`src/rtl/spi_flash_read_arb.sv`:
```
// Two-port round-robin SPI flash reader: one READ (0x03) per grant, returns a
// little-endian 32-bit word and keeps chip-select high for a minimum gap.
module spi_flash_read_arb #(
  parameter int SCK_DIV = 1,
  parameter int CS_GAP  = 2
) (
  input  logic        clk,
  input  logic        rst,
  input  logic        m0_req,
  input  logic [23:0] m0_addr,
  output logic        m0_ack,
  output logic [31:0] m0_rdata,
  input  logic        m1_req,
  input  logic [23:0] m1_addr,
  output logic        m1_ack,
  output logic [31:0] m1_rdata,
  output logic        spi_cs_n,
  output logic        spi_sck,
  output logic        spi_mosi,
  input  logic        spi_miso,
  output logic        busy
);
  localparam int DIV_W = (SCK_DIV > 1) ? $clog2(SCK_DIV) : 1;
  localparam int GAP_W = $clog2(CS_GAP + 1) + 1;
  localparam logic [DIV_W-1:0] DIV_LAST = DIV_W'(SCK_DIV - 1);
  localparam logic [GAP_W-1:0] GAP_LAST = GAP_W'(CS_GAP);
  localparam logic [7:0]       CMD_READ = 8'h03;

  typedef enum logic [1:0] {S_IDLE, S_SHIFT, S_DONE, S_GAP} state_t;
  state_t r_state, w_state_next;

  logic             r_cs_n, r_sck, r_mosi, r_busy, r_last_grant, r_port;
  logic             r_m0_ack, r_m1_ack;
  logic [31:0]      r_m0_rdata, r_m1_rdata;
  logic [62:0]      r_tx;  // frame bits still to go after the one on MOSI
  logic [31:0]      r_rx;
  logic [5:0]       r_bit;
  logic [DIV_W-1:0] r_div;
  logic [GAP_W-1:0] r_gap;

  logic        w_any_req, w_grant_port, w_phase_end, w_last_bit, w_gap_end, w_grant;
  logic [21:0] w_addr_hi;
  logic [31:0] w_word;
  logic        w_unused_addr_lsbs;

  assign w_any_req    = m0_req | m1_req;
  assign w_grant_port = (m0_req & m1_req) ? ~r_last_grant : m1_req;
  assign w_addr_hi    = w_grant_port ? m1_addr[23:2] : m0_addr[23:2];
  assign w_phase_end  = (r_div == DIV_LAST);
  assign w_last_bit   = (r_bit == 6'd63);
  assign w_gap_end    = (r_gap >= GAP_LAST);
  assign w_unused_addr_lsbs = ^{m0_addr[1:0], m1_addr[1:0]};

  // Bytes arrive first-byte-first; the first byte is the least significant.
  for (genvar gi = 0; gi < 4; gi++) begin : g_bswap
    assign w_word[8*gi +: 8] = r_rx[8*(3-gi) +: 8];
  end

  always_comb begin
    w_state_next = r_state;
    w_grant      = 1'b0;
    unique case (r_state)
      S_IDLE: begin
        if (w_any_req) begin
          w_grant      = 1'b1;
          w_state_next = S_SHIFT;
        end
      end
      S_SHIFT: begin
        if (r_sck && w_phase_end && w_last_bit) w_state_next = S_DONE;
      end
      S_DONE, S_GAP: begin
        if (w_gap_end) begin
          if (w_any_req) begin
            w_grant      = 1'b1;
            w_state_next = S_SHIFT;
          end else begin
            w_state_next = S_IDLE;
          end
        end else begin
          w_state_next = S_GAP;
        end
      end
      default: w_state_next = S_IDLE;
    endcase
  end

  always_ff @(posedge clk) begin
    if (rst) r_state <= S_IDLE;
    else     r_state <= w_state_next;
  end

  always_ff @(posedge clk) begin
    if (rst) begin
      r_cs_n       <= 1'b1;
      r_sck        <= 1'b0;
      r_mosi       <= 1'b0;
      r_busy       <= 1'b0;
      r_last_grant <= 1'b1;
      r_port       <= 1'b0;
      r_m0_ack     <= 1'b0;
      r_m1_ack     <= 1'b0;
      r_m0_rdata   <= '0;
      r_m1_rdata   <= '0;
      r_tx         <= '0;
      r_rx         <= '0;
      r_bit        <= '0;
      r_div        <= '0;
      r_gap        <= '0;
    end else begin
      r_m0_ack <= 1'b0;
      r_m1_ack <= 1'b0;
      if (w_grant) begin
        r_cs_n       <= 1'b0;
        r_sck        <= 1'b0;
        r_busy       <= 1'b1;
        r_mosi       <= CMD_READ[7];
        r_tx         <= {CMD_READ[6:0], w_addr_hi, 2'b00, 32'h0};
        r_port       <= w_grant_port;
        r_last_grant <= w_grant_port;
        r_bit        <= '0;
        r_div        <= '0;
      end else if (r_state == S_SHIFT) begin
        r_div <= w_phase_end ? '0 : r_div + 1'b1;
        if (w_phase_end) begin
          if (!r_sck) begin
            r_sck <= 1'b1;
            r_rx  <= {r_rx[30:0], spi_miso};
          end else if (w_last_bit) begin
            r_cs_n <= 1'b1;
            r_sck  <= 1'b0;
            r_mosi <= 1'b0;
            r_gap  <= GAP_W'(1);  // the DONE cycle is the first gap cycle
            if (r_port) begin
              r_m1_ack   <= 1'b1;
              r_m1_rdata <= w_word;
            end else begin
              r_m0_ack   <= 1'b1;
              r_m0_rdata <= w_word;
            end
          end else begin
            r_sck  <= 1'b0;
            r_bit  <= r_bit + 1'b1;
            r_mosi <= r_tx[62];
            r_tx   <= {r_tx[61:0], 1'b0};
          end
        end
      end else if (r_state == S_DONE || r_state == S_GAP) begin
        if (w_gap_end) r_busy <= 1'b0;
        else           r_gap  <= r_gap + 1'b1;
      end
    end
  end

  assign m0_ack   = r_m0_ack;
  assign m1_ack   = r_m1_ack;
  assign m0_rdata = r_m0_rdata;
  assign m1_rdata = r_m1_rdata;
  assign spi_cs_n = r_cs_n;
  assign spi_sck  = r_sck;
  assign spi_mosi = r_mosi;
  assign busy     = r_busy;

endmodule

```
`config.mk`:
```
export PLATFORM = sky130hd
export DESIGN_NAME = spi_flash_read_arb
export DESIGN_NICKNAME = d
export VERILOG_FILES = /design/src/rtl/spi_flash_read_arb.sv
export SDC_FILE = /design/constraint.sdc
export NUM_CORES = 1
export LEC_CHECK = 0
export ABC_AREA = 1
export BUFFER_PORTS_ARGS = -buffer_cell sky130_fd_sc_hd__buf_2
export CORE_MARGIN = 4
export CORE_UTILIZATION = 30
export DETAILED_ROUTE_END_ITERATION = 7
export SLEW_MARGIN = 20
export SYNTH_ARGS = -nofsm -noshare
export SYNTH_HDL_FRONTEND = slang
export SYNTH_SLANG_ARGS = --single-unit
export TNS_END_PERCENT = 50
```
`constraint.sdc`:
```
create_clock -name clk -period 2.2 [get_ports clk]
set_clock_uncertainty 0.05 [all_clocks]
set_input_delay 0.33 -clock clk [delete_from_list [all_inputs] [get_ports clk]]
set_output_delay 0.33 -clock clk [all_outputs]
set_load 0.01 [all_outputs]
```
==> flow_results.org <==
** Status
- The run finished with clean final reports.

** Timing
- Worst-margin pin slew :: approximately 0.7 ns
- Setup repair after global routing missed its margin :: false
- Number of hold violations in the final report :: 0
- Maximum clock frequency :: about 520 MHz
- Setup violations remaining at the end of the flow were counted as 0.
- The final number of max-transition violations came to 0.
- Final total negative setup slack :: 0 ns
- After layout, the worst path uses about 87% of the clock period.
- Counting I/O delays and the setup requirement, the final critical path takes a little under 2 ns.
- Worst max-slew margin expressed relative to the limit :: a little over half

** Clock network
- Setup repair bufs after CTS :: 0
- TritonCTS Buffers :: 17
- Clock tree root buffer cell :: sky130_fd_sc_hd__clkbuf_16
- Hold_buf cts :: 0
- Clock tree from TritonCTS :: yes
- The clock passes through at most 2 buffers.
- After clock tree synthesis, the clock-pin slew on the worst setup and hold paths is roughly 0.060 ns.
- Clock latency on the worst-skew pair, taken at its later pin, is approximately 0.42 ns.
- Count of instances resized after the clock tree is built :: 0
- H-Tree Level Count :: 4
- Clock sinks :: around 140

** Floorplan
- The die is about 150 µm tall.
- The die is around 150 µm wide.
- CORE AREA :: a little over 0.02 mm²
- I/O pins :: roughly 120
- For this configuration, the core starts out at a cell density of 30.7%.
- Number of core rows :: 52
- The die covers ~0.023 mm².

** Setup path
- The worst register-to-register path begins at r_bit[0].
- Worst path buffer plus inverter count :: 2
- The endpoint identified for the worst register-to-register timing path is m0_rdata[30].
- In this design, the stage delay of the slowest critical-path cell is roughly 0.52 ns.
- Kind of start point of the critical path :: register
- Type of the worst setup path :: register to register
- The signal on the critical path passes through ha_1 > nand2_1 > inv_1 > nand2_2 > nor2_4 > nand2_2 > buf_4 > nand2_1 > nand2_1 > nor2_1.
- Setup slack, reg-to-reg :: 0.28 ns
- STA classifies the critical path endpoint as a register.
- Worst Setup SP :: r_bit[0]
- Data required time at the worst endpoint :: ~2.5 ns
- The most numerous cell type found on the critical path is sky130_fd_sc_hd__nand2_1.
- Family with the most delay on the worst path :: simple AND/OR/NAND/NOR gates
- Along the worst path, the maximum fanout reaches 65.
- Slowest cell on crit path :: sky130_fd_sc_hd__buf_4
- The number of cells on the worst reg-to-reg path is 10.
- Arrival time of the worst setup path :: approximately 2.2 ns

** Synthesis
- In this run the cell area of the synthesized design comes to roughly 0.0062 mm².
- Mapped Cells :: between 900 and 1000
- Avg Inst Size Synth :: 6.57 µm²
- The share of the Yosys chip area taken by registers is roughly 46%.
- Share of the synthesized netlist area taken by xor and xnor gates :: less than 1%
- In this run the biggest area consumer among cell types represents between 40% and 50% of the synthesized area.
- Synth cell types :: 28
- For this run, the number of Yosys warnings is 0.
- Area contributors post-synth :: sky130_fd_sc_hd__dfxtp_1 46%, sky130_fd_sc_hd__nand2_1 20%, sky130_fd_sc_hd__nor2_1 9.5%
- After synthesis, the largest family of logic cells by area is simple AND/OR/NAND/NOR gates.
- Summing the areas of all fa, ha and maj instances in the mapped netlist gives less than 1% of the synthesized area.
- Post-Synth Simple-Gate Area :: between 30 and 40%
- Nets in the synthesized netlist :: roughly 1000
- Synth Flop Type :: sky130_fd_sc_hd__dfxtp_1
- Complex-gate fraction of the synthesized area :: 4.76%
- Cell accounting for the most synthesized area :: sky130_fd_sc_hd__dfxtp_1
- In this run, synthesis inferred 0 flip-flops with an integrated enable.
- The synthesized design contains ~140 register bits.
- Of all flip-flops after synthesis, the portion carrying an async set or reset was 0%.
- Fraction of synthesized area in multiplexers :: 0%

** Drt
- The detailed router placed roughly 5700 vias in this run.
- The first detailed-routing pass ran for 4 iterations.
- Remaining number of nets flagged by the antenna check after routing :: 0
- In the final routed layout, each cell accounts on average for about 12 µm.
- The routed design has approximately 15 mm of wire.
- Initial DRC Count :: 328
- Number of vias per cell after detailed routing :: between 4 and 5
- Remaining DRCs :: 0

** Pwr
- The worst-case IR drop observed on VDD is between 400 and 500 µV.
- The analysis attributes to cell leakage a power of 4.04 nW.
- Dividing total power by cell area gives a power density of between 800 and 900 mW/mm².

** Cells and area
- The area growth from synthesis to layout is 22.3%.
- Core utilization of the finished layout :: 37.5%
- Fraction of final layout cells with drive strength greater than 1 :: ~17%
- The number of antenna diodes in the final layout is 0.
- NumNets Final :: 1104
- Summing all non-filler instances in the final layout gives an area of ~0.0076 mm².

** Min path
- Along the worst hold path, the cell count comes to 3.
- The worst hold path begins at spi_miso.
- Min-Delay Endpoint :: r_rx[0]
- Class of the worst hold path :: input pin to register

** Global routing
- In the global route stage, overall resource usage came out at about 13%.
- The first global-routing pass estimated between 20 and 30 mm of wire.
- Antenna violations before repair :: 0
- Number of global-route vias before repair :: 5448
- Maximum number of pins on one net before global-route repair :: 66
- After global routing the overflow that remains totals 0.

** Place
- Detailed placement ended at an HPWL of between 9 and 10 mm.
- After detailed placement, the total cell area comes to between 0.007 and 0.008 mm².
- Total of buffers placed on input and output ports :: approximately 120
- Placer Congestion :: around 0.74

** Job
- The tool flagged a number of max-cap violations equal to 0.
[cells in the final DEF, fill, tap and decap left out, types with 2 or more instances in the layout]
cell                         Yosys  layout
sky130_fd_sc_hd__clkinvlp_4      0       2
sky130_fd_sc_hd__nand4_1         2       2
sky130_fd_sc_hd__inv_1          99      99
sky130_fd_sc_hd__clkbuf_16       0      17
sky130_fd_sc_hd__clkinv_4        0       2
sky130_fd_sc_hd__bufinv_16       0       3
sky130_fd_sc_hd__o21ai_0         5       5
sky130_fd_sc_hd__nand2_2         4       6
sky130_fd_sc_hd__a21oi_1        49      49
sky130_fd_sc_hd__inv_2           3       4
sky130_fd_sc_hd__ha_1            2       2
sky130_fd_sc_hd__inv_6           0       3
sky130_fd_sc_hd__dfxtp_1       144     144
sky130_fd_sc_hd__buf_4           2      15
sky130_fd_sc_hd__nand3_1        88      88
sky130_fd_sc_hd__buf_2          22     118
sky130_fd_sc_hd__nor2_1        158     158
sky130_fd_sc_hd__nand2_1       329     327
sky130_fd_sc_hd__inv_8           0       2
[final cells by class]
cell class | instances | area [µm²]
fill | 2172 | 12700
inverter | 104 | 390
tap | 270 | 338
multi-input combinational | 648 | 2700
clock inverter | 13 | 176
sequential | 144 | 2880
timing repair buffer | 134 | 723
clock buffer | 18 | 439
[where the power goes]
part	switching [mW]	internal, mW
Combinational	0.536	0.264
Clock	1.18	1.84
Sequential	0.0584	2.72
Total	1.77	4.82
[cells in the mapped netlist, types with 2 or more instances]
cell type                    n
sky130_fd_sc_hd__nand2_1   329
sky130_fd_sc_hd__clkinv_1    2
sky130_fd_sc_hd__dfxtp_1   144
sky130_fd_sc_hd__nand3_1    88
sky130_fd_sc_hd__buf_1       3
sky130_fd_sc_hd__inv_1      99
sky130_fd_sc_hd__a21oi_1    49
sky130_fd_sc_hd__inv_2       3
sky130_fd_sc_hd__o21ai_0     5
sky130_fd_sc_hd__nor2_1    158
sky130_fd_sc_hd__nand4_1     2
sky130_fd_sc_hd__buf_2      22
sky130_fd_sc_hd__clkbuf_1   22
sky130_fd_sc_hd__buf_6       6
sky130_fd_sc_hd__buf_4       2
sky130_fd_sc_hd__ha_1        2
sky130_fd_sc_hd__nand2_2     4
[metal layers]
metal | GRT usage [%] | part of all wire [%]
met5 | 0 | 0
met4 | 3.98 | 1.5
met3 | 3.86 | 4.9
met2 | 22.0 | 46
met1 | 17.2 | 48
[cell families after synthesis]
group / count (synthesis)
compound gates: 58
buf+inv: 159
xor+xnor: 2
flops: 144
simple gates: 586
fa+ha+maj: 2
[sequential cells by signal (all words and copies together), names as in the netlist, 2 cells and up]
signal,cells
m0_rdata,32
m1_rdata,32
r_rx,32
r_tx,29
r_bit,6
r_gap,3
r_state,2
[tightest hold or removal path, delay by kind of cell]
kind | cells | cell delay (ns)
buffers and inverters | 1 | 0.10
and+or+nand+nor | 1 | 0.07
AOI/OAI and AO/OA | 1 | 0.06
[metrics by stage]
step / hold slack [ns] / setup WS (ns) / cells / total power [mW]
2_1_floorplan: 0.389 / 0.698 / 951 / 3.42
3_5_place_dp: 0.403 / 0.263 / 1300 / 3.64
4_1_cts: 0.129 / 0.254 / 1331 / 6.67
3_3_place_gp: 0.400 / 0.320 / 1300 / 3.63
6_report: 0.149 / 0.278 / 1331 / 6.59
5_1_grt: 0.157 / 0.0730 / 1331 / 6.93
[worst max-delay path by stage]
stage / end / slack [ns] / depth (start not counted)
after global placement: m0_rdata[16] / 0.32 / 10
after global routing: m1_rdata[27] / 0.07 / 10
after detailed placement: m0_rdata[30] / 0.26 / 10
after CTS: m0_rdata[30] / 0.25 / 10
final: m0_rdata[30] / 0.28 / 10
after floorplan: m0_rdata[0] / 0.70 / 10
(Power assumes the default switching activity.)
